===== src/rtl/orb_pkg.sv =====
// orb_pkg: sizes and shared types for the descriptor-generator bank.
package orb_pkg;
    localparam int NUM_GEN = 4;
    localparam int DESC_W  = 256;
    localparam int COORD_W = 20;
    localparam int ID_W    = $clog2(NUM_GEN);
    localparam int CNT_W   = ID_W + 1;
    typedef logic [ID_W-1:0] gen_id_t;
    typedef struct packed {
        gen_id_t              gen_id;
        logic [COORD_W-1:0]   coord;
    } order_entry_t;
    typedef enum logic {ST_EMPTY, ST_FULL} stage_t;
endpackage


===== src/rtl/descriptor_collector_order_fifo.sv =====
// order_fifo: dispatch-order FIFO of {gen_id, coord}, depth NUM_GEN, combinational head.
module order_fifo
    import orb_pkg::*;
(
    input  logic             clk,
    input  logic             rst,
    input  logic             push,
    input  logic             pop,
    input  order_entry_t     din,
    output order_entry_t     head,
    output logic             full,
    output logic             empty,
    output logic [CNT_W-1:0] count
);
    order_entry_t     mem_q [NUM_GEN];
    gen_id_t          wr_q, rd_q;
    logic [CNT_W-1:0] count_q;

    function automatic gen_id_t nxt(gen_id_t p);
        return p == gen_id_t'(NUM_GEN - 1) ? '0 : p + gen_id_t'(1);
    endfunction

    assign head  = mem_q[rd_q];
    assign full  = count_q == CNT_W'(NUM_GEN);
    assign empty = count_q == '0;
    assign count = count_q;

    always_ff @(posedge clk) begin
        if (rst) begin
            wr_q    <= '0;
            rd_q    <= '0;
            count_q <= '0;
        end else begin
            if (push) wr_q <= nxt(wr_q);
            if (pop) rd_q <= nxt(rd_q);
            count_q <= count_q + CNT_W'(push) - CNT_W'(pop);
        end
        if (push) mem_q[wr_q] <= din;
    end
endmodule


===== src/rtl/descriptor_collector.sv =====
// descriptor_collector: returns generator descriptors in dispatch order on a valid/ready stream
// and releases each generator once its descriptor is captured.
module descriptor_collector
    import orb_pkg::*;
(
    input  logic                      clk,
    input  logic                      rst,
    input  logic [NUM_GEN-1:0]        dispatch_oh,
    input  logic [COORD_W-1:0]        dispatch_coord,
    input  logic [NUM_GEN-1:0]        desc_done,
    input  logic [NUM_GEN*DESC_W-1:0] desc_data,
    output logic [NUM_GEN-1:0]        gen_release,
    output logic                      out_valid,
    input  logic                      out_ready,
    output logic [DESC_W-1:0]         out_desc,
    output logic [COORD_W-1:0]        out_coord,
    output logic [CNT_W-1:0]          pending,
    output logic                      err
);
    logic [DESC_W-1:0]  descs [NUM_GEN];
    order_entry_t       head, din;
    gen_id_t            disp_id;
    logic               full, empty, one_hot, load, push;
    stage_t             stage_q;
    logic [DESC_W-1:0]  out_desc_q;
    logic [COORD_W-1:0] out_coord_q;
    logic [NUM_GEN-1:0] release_q;
    logic               err_q;

    for (genvar g = 0; g < NUM_GEN; g++) begin : g_slice
        assign descs[g] = desc_data[g*DESC_W +: DESC_W];
    end

    always_comb begin
        disp_id = '0;
        for (int i = 0; i < NUM_GEN; i++)
            if (dispatch_oh[i]) disp_id = gen_id_t'(i);
    end

    assign one_hot = dispatch_oh != '0 && (dispatch_oh & (dispatch_oh - NUM_GEN'(1))) == '0;
    assign load    = !empty && desc_done[head.gen_id] && (stage_q == ST_EMPTY || out_ready);
    // a pop in the same cycle frees a slot, so a full FIFO may still accept the push
    assign push    = one_hot && (!full || load);
    assign din     = '{gen_id: disp_id, coord: dispatch_coord};

    order_fifo u_fifo (
        .clk   (clk),
        .rst   (rst),
        .push  (push),
        .pop   (load),
        .din   (din),
        .head  (head),
        .full  (full),
        .empty (empty),
        .count (pending)
    );

    always_ff @(posedge clk) begin
        if (rst) begin
            stage_q     <= ST_EMPTY;
            out_desc_q  <= '0;
            out_coord_q <= '0;
            release_q   <= '0;
            err_q       <= 1'b0;
        end else begin
            release_q <= load ? NUM_GEN'(1) << head.gen_id : '0;
            err_q     <= err_q | (dispatch_oh != '0 && !push);
            if (load) begin
                stage_q     <= ST_FULL;
                out_desc_q  <= descs[head.gen_id];
                out_coord_q <= head.coord;
            end else if (out_ready) begin
                stage_q <= ST_EMPTY;
            end
        end
    end

    assign out_valid   = stage_q == ST_FULL;
    assign out_desc    = out_desc_q;
    assign out_coord   = out_coord_q;
    assign gen_release = release_q;
    assign err         = err_q;
endmodule

===== config.mk =====
export PLATFORM = sky130hd
export DESIGN_NAME = descriptor_collector
export DESIGN_NICKNAME = d
export VERILOG_FILES = /design/src/rtl/orb_pkg.sv /design/src/rtl/descriptor_collector_order_fifo.sv /design/src/rtl/descriptor_collector.sv
export SDC_FILE = /design/constraint.sdc
export NUM_CORES = 1
export LEC_CHECK = 0
export ABC_CLOCK_PERIOD_IN_PS = 3000
export CAP_MARGIN = 20
export CORE_AREA = 3 3 528 530
export DETAILED_ROUTE_END_ITERATION = 7
export DIE_AREA = 0 0 531 533
export GPL_ROUTABILITY_DRIVEN = 1
export PLACE_DENSITY = 0.3
export SYNTH_ARGS = -nofsm -noshare
export SYNTH_HDL_FRONTEND = slang
export SYNTH_SLANG_ARGS = --single-unit

===== constraint.sdc =====
create_clock -name clk -period 3 [get_ports clk]
set_input_delay 0.45 -clock clk [delete_from_list [all_inputs] [get_ports clk]]
set_output_delay 0.45 -clock clk [all_outputs]
set_load 0.1 [all_outputs]

After elaboration in Yosys (flattened, before gate mapping)
Memory sizes are Yosys's and may differ from the RTL's. A register that Yosys moved wholly into a read port is not among the register bits.
Index checks and enable logic that the tools add are counted.
{ "classes": {"addsub": 5, "magnitude_cmp": 2, "n_eq_ne": 3, "n_shift": 1, "mux": 16, "bitwise": 5, "reduce_logical": 15} }
{ "ops": {"columns": ["operator", "n"], "rows": [
  ["binary-select mux 256 bit (select 2 bit)", 1],
  ["2-to-1 mux 256 bit", 2],
  ["2-to-1 mux 2 bit", 6],
  ["2-to-1 mux 1 bit", 6],
  ["logical AND 1 bit", 5],
  ["adder 2 x 1 -> 2 bit, second input constant", 2],
  ["bitwise AND 4 bit", 1],
  ["== test 2 bit, second input constant", 2],
  ["zero test 4 bit", 1],
  ["nonzero test 4 bit", 1],
  ["<< shifter 1 x 2 -> 4 bit, first input constant", 1],
  ["subtractor 4 x 1 -> 4 bit, second input constant", 1],
  ["adder 3 x 1 -> 3 bit", 1],
  ["== test 3 bit, second input constant", 1],
  ["greater-or-equal comparator 3 bit, second input constant", 1],
  ["zero test 1 bit", 3],
  ["zero test 3 bit", 1],
  ["< comparator 2 x 3 -> 1 bit, second input constant", 1],
  ["NOT 2 -> 3 bit", 1],
  ["subtractor 3 x 1 -> 3 bit", 1],
  ["binary-select mux 1 bit (select 2 bit)", 1],
  ["logical OR 1 bit", 2],
  ["NOT 1 bit", 2],
  ["nonzero test 2 bit", 1],
  ["2 further kinds", 2]
]} }
{ "word_totals": {"register_bits": 289, "ram_bits": 88, "output_inout_bits": 285, "mem_count": 1} }
{ "memory_table": {"columns": ["name", "words", "word_bits", "rd", "rd_ports_with_merged_regs", "wr", "line_no", "text"], "rows": [
  ["u_fifo.mem_q", 4, 22, 1, 1, 1, "descriptor_collector_order_fifo.sv:15", "order_entry_t mem_q [NUM_GEN];"]
]} }

Logic depth before layout (Yosys ltp)
Gate-level depths: netlist (run 1).
{ "depth": {"ltp_word": 9, "depth_mapped": 13} }

Hierarchy
Synthesis (run 1) repeated with hierarchy kept, for this count alone.
{ "unflattened": {"cells_unflattened": 2099, "hier_area_um2": 23104.7} }
{ "modules_own_cells": {"columns": ["mod", "instances", "cells_per_inst", "area_per_inst_um2", "seq_area_each_um2"], "rows": [
  ["descriptor_collector", 1, 1942, 19472.4, 5645.4],
  ["order_fifo", 1, 157, 3632.2, 2822.7]
]} }

Least setup slack after synthesis (run 1)
OpenSTA, ideal clock, no wires.
{ "synth_path": {"kind": "register to register", "start": "register u_fifo.count_q[1] (netlist: u_fifo.count[1])", "end": "register u_fifo.count_q[2] (netlist: u_fifo.count[2])", "setup_time_ns": 0.128, "arrival_time_ns": 3.058, "slack_ns": -0.186, "path_stages_with_launch": 13, "path_buffers": 2, "cell_sequence": "dfxtp_1 -> or3_1 -> nor3b_2 -> a22oi_2 -> buf_4 -> buf_2 -> xnor2_1 -> ha_1 -> inv_1 -> fa_1 -> xor2_1 -> xnor2_1 -> nor2_1"} }
{ "synth_via": {"elab_chain_len": 8} }
{ "synth_lines": {"columns": ["element", "line_no", "text"], "rows": [
  ["start: declaration", "descriptor_collector_order_fifo.sv:17", "logic [CNT_W-1:0] count_q;"],
  ["start signal: assignment", "descriptor_collector_order_fifo.sv:36", "count_q <= count_q + CNT_W'(push) - CNT_W'(pop);"],
  ["zero test 3 bit", "descriptor_collector_order_fifo.sv:25", "assign empty = count_q == '0;"],
  ["zero test 1 bit", "descriptor_collector.sv:41", "assign load = !empty && desc_done[head.gen_id] && (stage_q == ST_EMPTY || out_ready);"],
  ["logical AND 1 bit (2 in series)", "descriptor_collector.sv:41", null],
  ["logical OR 1 bit", "descriptor_collector.sv:43", "assign push = one_hot && (!full || load);"],
  ["logical AND 1 bit", "descriptor_collector.sv:43", null],
  ["adder 3 x 1 -> 3 bit", "descriptor_collector_order_fifo.sv:36", null],
  ["subtractor 3 x 1 -> 3 bit *", "descriptor_collector_order_fifo.sv:36", null]
]} }
Mark *: on every way between the ends. The rest lies on a longest branch, timed or not.
A chain may end at the register's enable or synchronous reset.

==> flow_metrics.py, run 1 <==
metrics = {
    "status": {
        "status": "finished, final reports clean",
    },
    "floorplan": {
        "die-width_um": 531,
        "ios": 1340,
        "rows": 192,
        "die_h_um": 533,
        "dieArea_mm2": 0.283,
        "core_mm2": 0.274,
        "initial_core_util": 0.0777,
    },
    "clocking": {
        "clockRootBuffer": "clkbuf_16",
        "clk_path_buf_depth": 3,
        "cts_setup_buffers": 0,
        "ctsResizeCount": 0,
        "clkTransAtPathRegs_ps": 60,
        "htreeDepth": 2,
        "postCtsHoldBufs": 0,
        "cts_buffers": 54,
        "clkSinkCount": 379,
        "cts_tree": "yes",
        "clkLatencyLatePin_ps": 680,
    },
    "flow_run": {
        "maxCapViolCount": 0,
    },
    "detailed_routing": {
        "viasPerCell": 3.29,
        "num_vias": 23872,
        "wirelength_um": 214000,
        "first_iter_violations": 1258,
        "drtAntennaViolNets": 0,
        "dr.pass1.iters": 5,
        "drc": 0,
        "wire_per_inst_um": 29.4,
    },
    "global_routing": {
        "gr-usage-all-layers": 0.143,
        "grt_pass1_vias": 24152,
        "grt_antenna_before_repair": 212,
        "overflow": 0,
        "grt_max_degree": 129,
        "grt_first_pass_wirelength_um": 264000,
    },
    "worst_setup_path": {
        "cp_slowest_cell": "mux4_4",
        "crit_family": "multiplexers",
        "critPathKind": "flip-flop to flip-flop",
        "ff2ff_setup_slack_ps": 10,
        "worstPathCellList": "mux4_4 > buf_4 > buf_12 > buf_12 > mux2_2 > o211ai_1 > a21oi_1",
        "path_common_cell": "buf_12",
        "cp.required_ps": 3520,
        "start_kind": "flip-flop",
        "cp-end-kind": "flip-flop",
        "critPathMaxStageDelay_ps": 710,
        "path_max_fanout": 63,
        "crit_arrival_ps": 3510,
        "worst-path-buf-inv": 3,
    },
    "finish": {
        "fillCellCount": 31039,
        "post-route-util": 0.149,
        "multi_input_area_mm2": 0.0119,
        "syn_to_final_growth_pct": 91.7,
        "finalNonFillerCells": 7256,
        "nets": 4652,
        "drive_gt1_frac": 0.217,
        "regArea_mm2": 0.00847,
    },
    "timing": {
        "final-setup-viol-count": 0,
        "fin_crit_ps": 2990,
        "slew_headroom": 0.370,
        "drv_slew": 0,
        "period_share": 0.996,
        "grt_setup_unrepaired": "true",
        "fin_skew_ps": 17.1,
        "worst_pin_slew_ps": 944,
        "hold_viol": 0,
        "fmax_ghz": 0.335,
    },
    "place": {
        "io_buffers": 1339,
        "place_congestion": 0.860,
        "place_inst": 7122,
        "hpwlAfterDp_um": 185000,
    },
    "synth": {
        "yosys_warnings": 0,
        "ys_ff_latch": 379,
        "ys_async_sr_fraction": 0,
        "synth_edf_count": 88,
        "synth_nets": 3351,
        "synth-main-ff-cell": "dfxtp_1",
        "synth.distinct_cells": 40,
        "synth_area_per_cell_um2": 9.29,
        "ys_seq_area_frac": 0.398,
        "syn-cell-area_mm2": 0.0213,
        "syn_inst": 2289,
    },
    "worst_hold_path": {
        "hold_class": "input port to flip-flop",
    },
    "power_and_ir_drop": {
        "vdd_drop_max_mv": 0.537,
        "p_leak_nw": 14.9,
        "p_per_area_mw_per_mm2": 1020,
    },
}
sequential cells by signal, summed over array words and instances (netlist names), named ones only:
register and cells:
u_fifo.wr_q 2, out_coord 20, gen_release 4, u_fifo.count 3, u_fifo.mem_q 88, err 1, u_fifo.rd_q 2, out_desc 256
out_valid 1
worst paths after layout:
kind	from	end	cells after the start
worst min register to register	out_desc[53]	out_desc[53]	2
worst min-delay path	rst	out_desc[184]	2
worst max register to register	flip-flop	out_desc[102]	7
worst max-delay path	flip-flop	out_desc[102]	7
cell usage in the layout, fill, tap and decap left out, types with 3 or more instances in the layout:
master | netlist | final
buf_4 | 3 | 369
dfxtp_1 | 291 | 286
clkbuf_16 | 0 | 55
bufinv_16 | 0 | 7
nor2b_1 | 3 | 3
mux2_2 | 257 | 257
nand2_1 | 558 | 558
and2_1 | 8 | 8
dfxtp_2 | 0 | 5
mux2i_1 | 258 | 258
nor2_1 | 7 | 7
inv_1 | 4 | 3
clkbuf_8 | 0 | 8
clkdlybuf4s50_1 | 0 | 1053
clkinvlp_4 | 0 | 4
edfxtp_1 | 88 | 88
diode_2 | 0 | 31
buf_2 | 88 | 6
clkinv_2 | 0 | 13
buf_12 | 0 | 24
mux4_2 | 22 | 20
a21oi_1 | 282 | 282
ha_1 | 6 | 5
clkbuf_1 | 113 | 12
o211ai_1 | 258 | 258
cell usage after synthesis, types with 3 or more instances:
library cell | instances | area [µm²]
a21oi_1 | 282 | 1410
and2_1 | 8 | 50.1
buf_1 | 10 | 37.5
buf_2 | 88 | 440
buf_4 | 3 | 22.5
clkbuf_1 | 113 | 424
dfxtp_1 | 291 | 5830
edfxtp_1 | 88 | 2640
ha_1 | 6 | 75.1
inv_1 | 4 | 15.0
mux2_2 | 257 | 2890
mux2i_1 | 258 | 2580
mux4_2 | 22 | 495
nand2_1 | 558 | 2090
nor2_1 | 7 | 26.3
nor2b_1 | 3 | 18.8
o211ai_1 | 258 | 1940
where the power goes:
group	internal (W)	switching (W)	leakage [nW]
clock network	0.00414	0.00288	0.922
logic	0.00755	0.0196	10.8
registers	0.00671	0.000850	3.18
total	0.0184	0.0233	14.9
kinds of logic after synthesis:
logic type                 share of synthesized area
and+or+nand+nor                                0.109
AOI/OAI and AO/OA                              0.160
muxes                                          0.282
DFF                                            0.398
buffers and inverters                         0.0442
adders and majority gates                    0.00447
xor gates and xnor gates                     0.00165
per-stage QoR:
step	TNS [ps]	setup WS, ps	power, W	area [µm²]	hold slack (ps)
final	0	11.9	0.0417	40800	163
after global routing	-230	-40.8	0.0439	40700	135
after CTS	0	19.9	0.0426	40700	91.1
after detailed placement	-86.2	-86.2	0.0352	38800	449
after global placement	-312	-286	0.0352	38800	445
after floorplan	0	11.2	0.0252	21300	462
layer usage:
| metal | part of all wire | global-route usage |
|---|---|---|
| met1 | 0.39 | 0.163 |
| met2 | 0.45 | 0.231 |
| met3 | 0.14 | 0.0867 |
| met4 | 0.017 | 0.0202 |
| met5 | 0.0053 | 0 |
final cells by class:
| type | instances | share of cell area |
|---|---|---|
| Inverter | 4 | 0.000368 |
| Sequential cell | 379 | 0.208 |
| Clock buffer | 74 | 0.0369 |
| Timing Repair Buffer | 1459 | 0.342 |
| Clock inverter | 28 | 0.00954 |
| Antenna cell | 31 | 0.00190 |
| Tap cell | 3589 | 0.110 |
| Multi-Input combinational cell | 1692 | 0.292 |
Note: power is estimated with default switching activity, not from simulation.
==> run 2: changes to the inputs <==
Settings changed: CORE_AREA 3 3 528 530 to 3 3 527 529, DIE_AREA 0 0 531 533 to 0 0 530 532, PLACE_DENSITY 0.3 to unset, SYNTH_HIERARCHICAL set to 1.
==> flow_metrics.py, run 2 <==
metrics = {
    "synth": {
        "ys_async_sr_fraction": 0,
        "synth_top_family_by_area": "multiplexers",
        "synth_common_cells": "dfxtp_1 (291), inv_1 (285), a21oi_1 (280)",
        "yosys_warnings": 6,
        "synth_edf_count": 88,
        "synth-main-ff-cell": "dfxtp_1",
        "syn-cell-area_mm2": 0.0231,
        "synth_area_per_cell_um2": 11.0,
        "synth_most_common_cell": "dfxtp_1",
        "synth_mux_area_frac": 0.273,
        "synthAdderAreaFrac": 0.00466,
        "synth.distinct_cells": 36,
        "yosys.area_share.simple": 0.0825,
        "synth_nets": 3162,
        "ys_seq_area_frac": 0.367,
        "synthDominantCellAreaShare": 0.270,
        "syn_inst": 2099,
        "synth_top_area_cell": "mux4_2",
        "ys_ff_latch": 379,
        "synth_xor_area_frac": 0.00141,
        "synth_compound_area_frac": 0.167,
        "synth_area_leaders": "mux4_2 (27%), dfxtp_1 (25%), edfxtp_1 (11%)",
    },
    "worst_setup_path": {
        "worst-path-buf-inv": 3,
        "crit_family": "multiplexers",
        "ff2ff_setup_slack_ps": -270,
        "cp_slowest_cell": "mux4_4",
        "critPathMaxStageDelay_ps": 770,
        "path_max_fanout": 5,
        "rr_endpoint": "u_fifo/count[2]",
        "critPathKind": "flip-flop to flip-flop",
        "worstPathCellList": "mux4_4 > mux4_4 > buf_12 > nand3_4 > inv_4 > ha_4 > inv_2 > ha_4 > fa_2 > xor3_1 > nor2_1",
        "start_kind": "flip-flop",
        "crit_arrival_ps": 3820,
        "r2r_cells": 11,
        "cp.required_ps": 3550,
        "cp-end-kind": "flip-flop",
    },
    "clocking": {
        "cts_tree": "yes",
        "clockRootBuffer": "clkbuf_16",
        "postCtsHoldBufs": 0,
        "clk_path_buf_depth": 3,
        "cts_buffers": 53,
        "clkSinkCount": 379,
        "htreeDepth": 2,
        "clkTransAtPathRegs_ps": 60,
        "clkLatencyLatePin_ps": 740,
    },
    "status": {
        "violations": "setup timing",
        "status": "finished with violations",
    },
    "finish": {
        "most-common-layout-cells": "clkdlybuf4s50_1 (1053), buf_4 (308), dfxtp_1 (290)",
        "mostFrequentLayoutCell": "clkdlybuf4s50_1",
        "finalNonFillerCells": 7069,
        "largest_reg_flops": 256,
        "nets": 4441,
        "syn_to_final_growth_pct": 89.2,
        "drive_gt1_frac": 0.260,
    },
    "floorplan": {
        "dieArea_mm2": 0.282,
        "ios": 1340,
        "initial_core_util": 0.0845,
        "rows": 192,
        "core_mm2": 0.273,
        "die-width_um": 530,
        "die_h_um": 532,
    },
    "worst_hold_path": {
        "min_to": "u_fifo/count[2]",
        "hold_class": "input port to flip-flop",
        "whs_path_depth": 2,
        "hp-start": "rst",
    },
    "detailed_routing": {
        "first_iter_violations": 2410,
        "num_vias": 27170,
        "drtAntennaViolNets": 0,
        "wirelength_um": 272000,
        "viasPerCell": 3.84,
        "dr.pass1.iters": 5,
        "drc": 0,
        "wire_per_inst_um": 38.5,
    },
    "power_and_ir_drop": {
        "p_leak_nw": 14.5,
        "p_per_area_mw_per_mm2": 1020,
        "vdd_drop_max_mv": 0.609,
    },
    "timing": {
        "fin_crit_ps": 3270,
        "drv_slew": 0,
        "fmax_ghz": 0.306,
        "whs_ps": 216,
        "worst_pin_slew_ps": 1300,
        "fin_skew_ps": 75.2,
        "final-setup-viol-count": 295,
        "slew_headroom": 0.133,
        "hold_viol": 0,
        "grt_setup_unrepaired": "true",
        "period_share": 1.09,
        "setup_ws_ps": -272,
    },
    "global_routing": {
        "grt_max_degree": 177,
        "grt_first_pass_wirelength_um": 324000,
        "grt_pass1_vias": 25440,
        "grt_antenna_before_repair": 379,
        "gr-usage-all-layers": 0.183,
        "overflow": 0,
    },
    "place": {
        "place_inst": 6847,
        "place_congestion": 0.985,
        "hpwlAfterDp_um": 233000,
        "post-place-ws_ps": -460,
        "io_buffers": 1339,
    },
    "flow_run": {
        "maxCapViolCount": 0,
    },
}
## run 2: cell count changes after synthesis, sizes merged, moves of 257 or more
cell    previous run  this run
inv                4       286
nand2            558         1
mux4              22       279
mux2             259         0
a31o               0       276
o211ai           258         0
nand4              2       276
## run 2: cells by family (layout without fill, tap and decap cells)
group | count (synthesis) | count (layout)
DFF | 379 | 379
other | 0 | 60
adders and majority gates | 8 | 8
buffers and inverters | 564 | 1885
muxes | 281 | 281
and+or+nand+nor | 305 | 305
xor gates and xnor gates | 2 | 2
AOI/OAI and AO/OA | 560 | 560
## run 2: timing repair
action,CTS,global route
cloned,27,16
buffers inserted,21,11
resized for setup,93,94
endpoints found under the setup margin,358,332
pin swaps,86,93
endpoints found under the hold margin,0,0
## run 2: per-stage QoR
step	utilization	TNS [ps]	total power [W]	cell area [µm²]
after floorplan	-	-317	0.0262	23100
after global placement	0.146	-82290	0.0350	39900
after detailed placement	0.146	-86270	0.0351	39900
after CTS	0.157	-24950	0.0442	43000
after global routing	0.160	-44780	0.0463	43700
final	0.160	-24320	0.0445	43700
## run 2: worst reg2reg max path: cells and delay by family (launching register included)
| kind | cells | cell delay, ps |
|---|---|---|
| multiplexers | 2 | 1440 |
| adder cells (fa/ha/maj) | 3 | 720 |
| flip-flops | 1 | 350 |
| buffers and inverters | 3 | 260 |
| XOR/XNOR | 1 | 200 |
| AND/OR/NAND/NOR | 2 | 170 |
## run 2: how the worst max path moves through the flow
stage / slack (ps) / endpoint / cells past startpoint
finish: -270 / u_fifo/count[2] / 11
CTS: -270 / u_fifo/count[2] / 11
global placement: -490 / u_fifo/count[2] / 10
global route: -330 / u_fifo/count[2] / 11
detailed placement: -460 / out_desc[4] / 6
floorplan: -160 / u_fifo/count[1] / 13
## run 2: power breakdown
part	leakage [nW]	total (W)	internal, W	switching, W
clock	0.845	0.00663	0.00369	0.00294
combinational	10.5	0.0305	0.00994	0.0206
sequential	3.17	0.00738	0.00656	0.000820
## run 2: cell type report
class	count	area, µm²
inverters	286	1080
diodes	60	150
multi-input cells	1156	12500
clock buffers	72	1460
repair buffers	1502	15300
fillers	30450	230000
well taps	3589	4490
flip-flops and latches	379	8470
clock inverters	25	285
## run 2: layer usage
layer	global-route usage	part of all wire	wire length (µm)
met2	0.270	0.42	113000
met4	0.0611	0.040	10900
met1	0.220	0.39	107000
met3	0.105	0.15	39400
met5	0	0.0054	1480
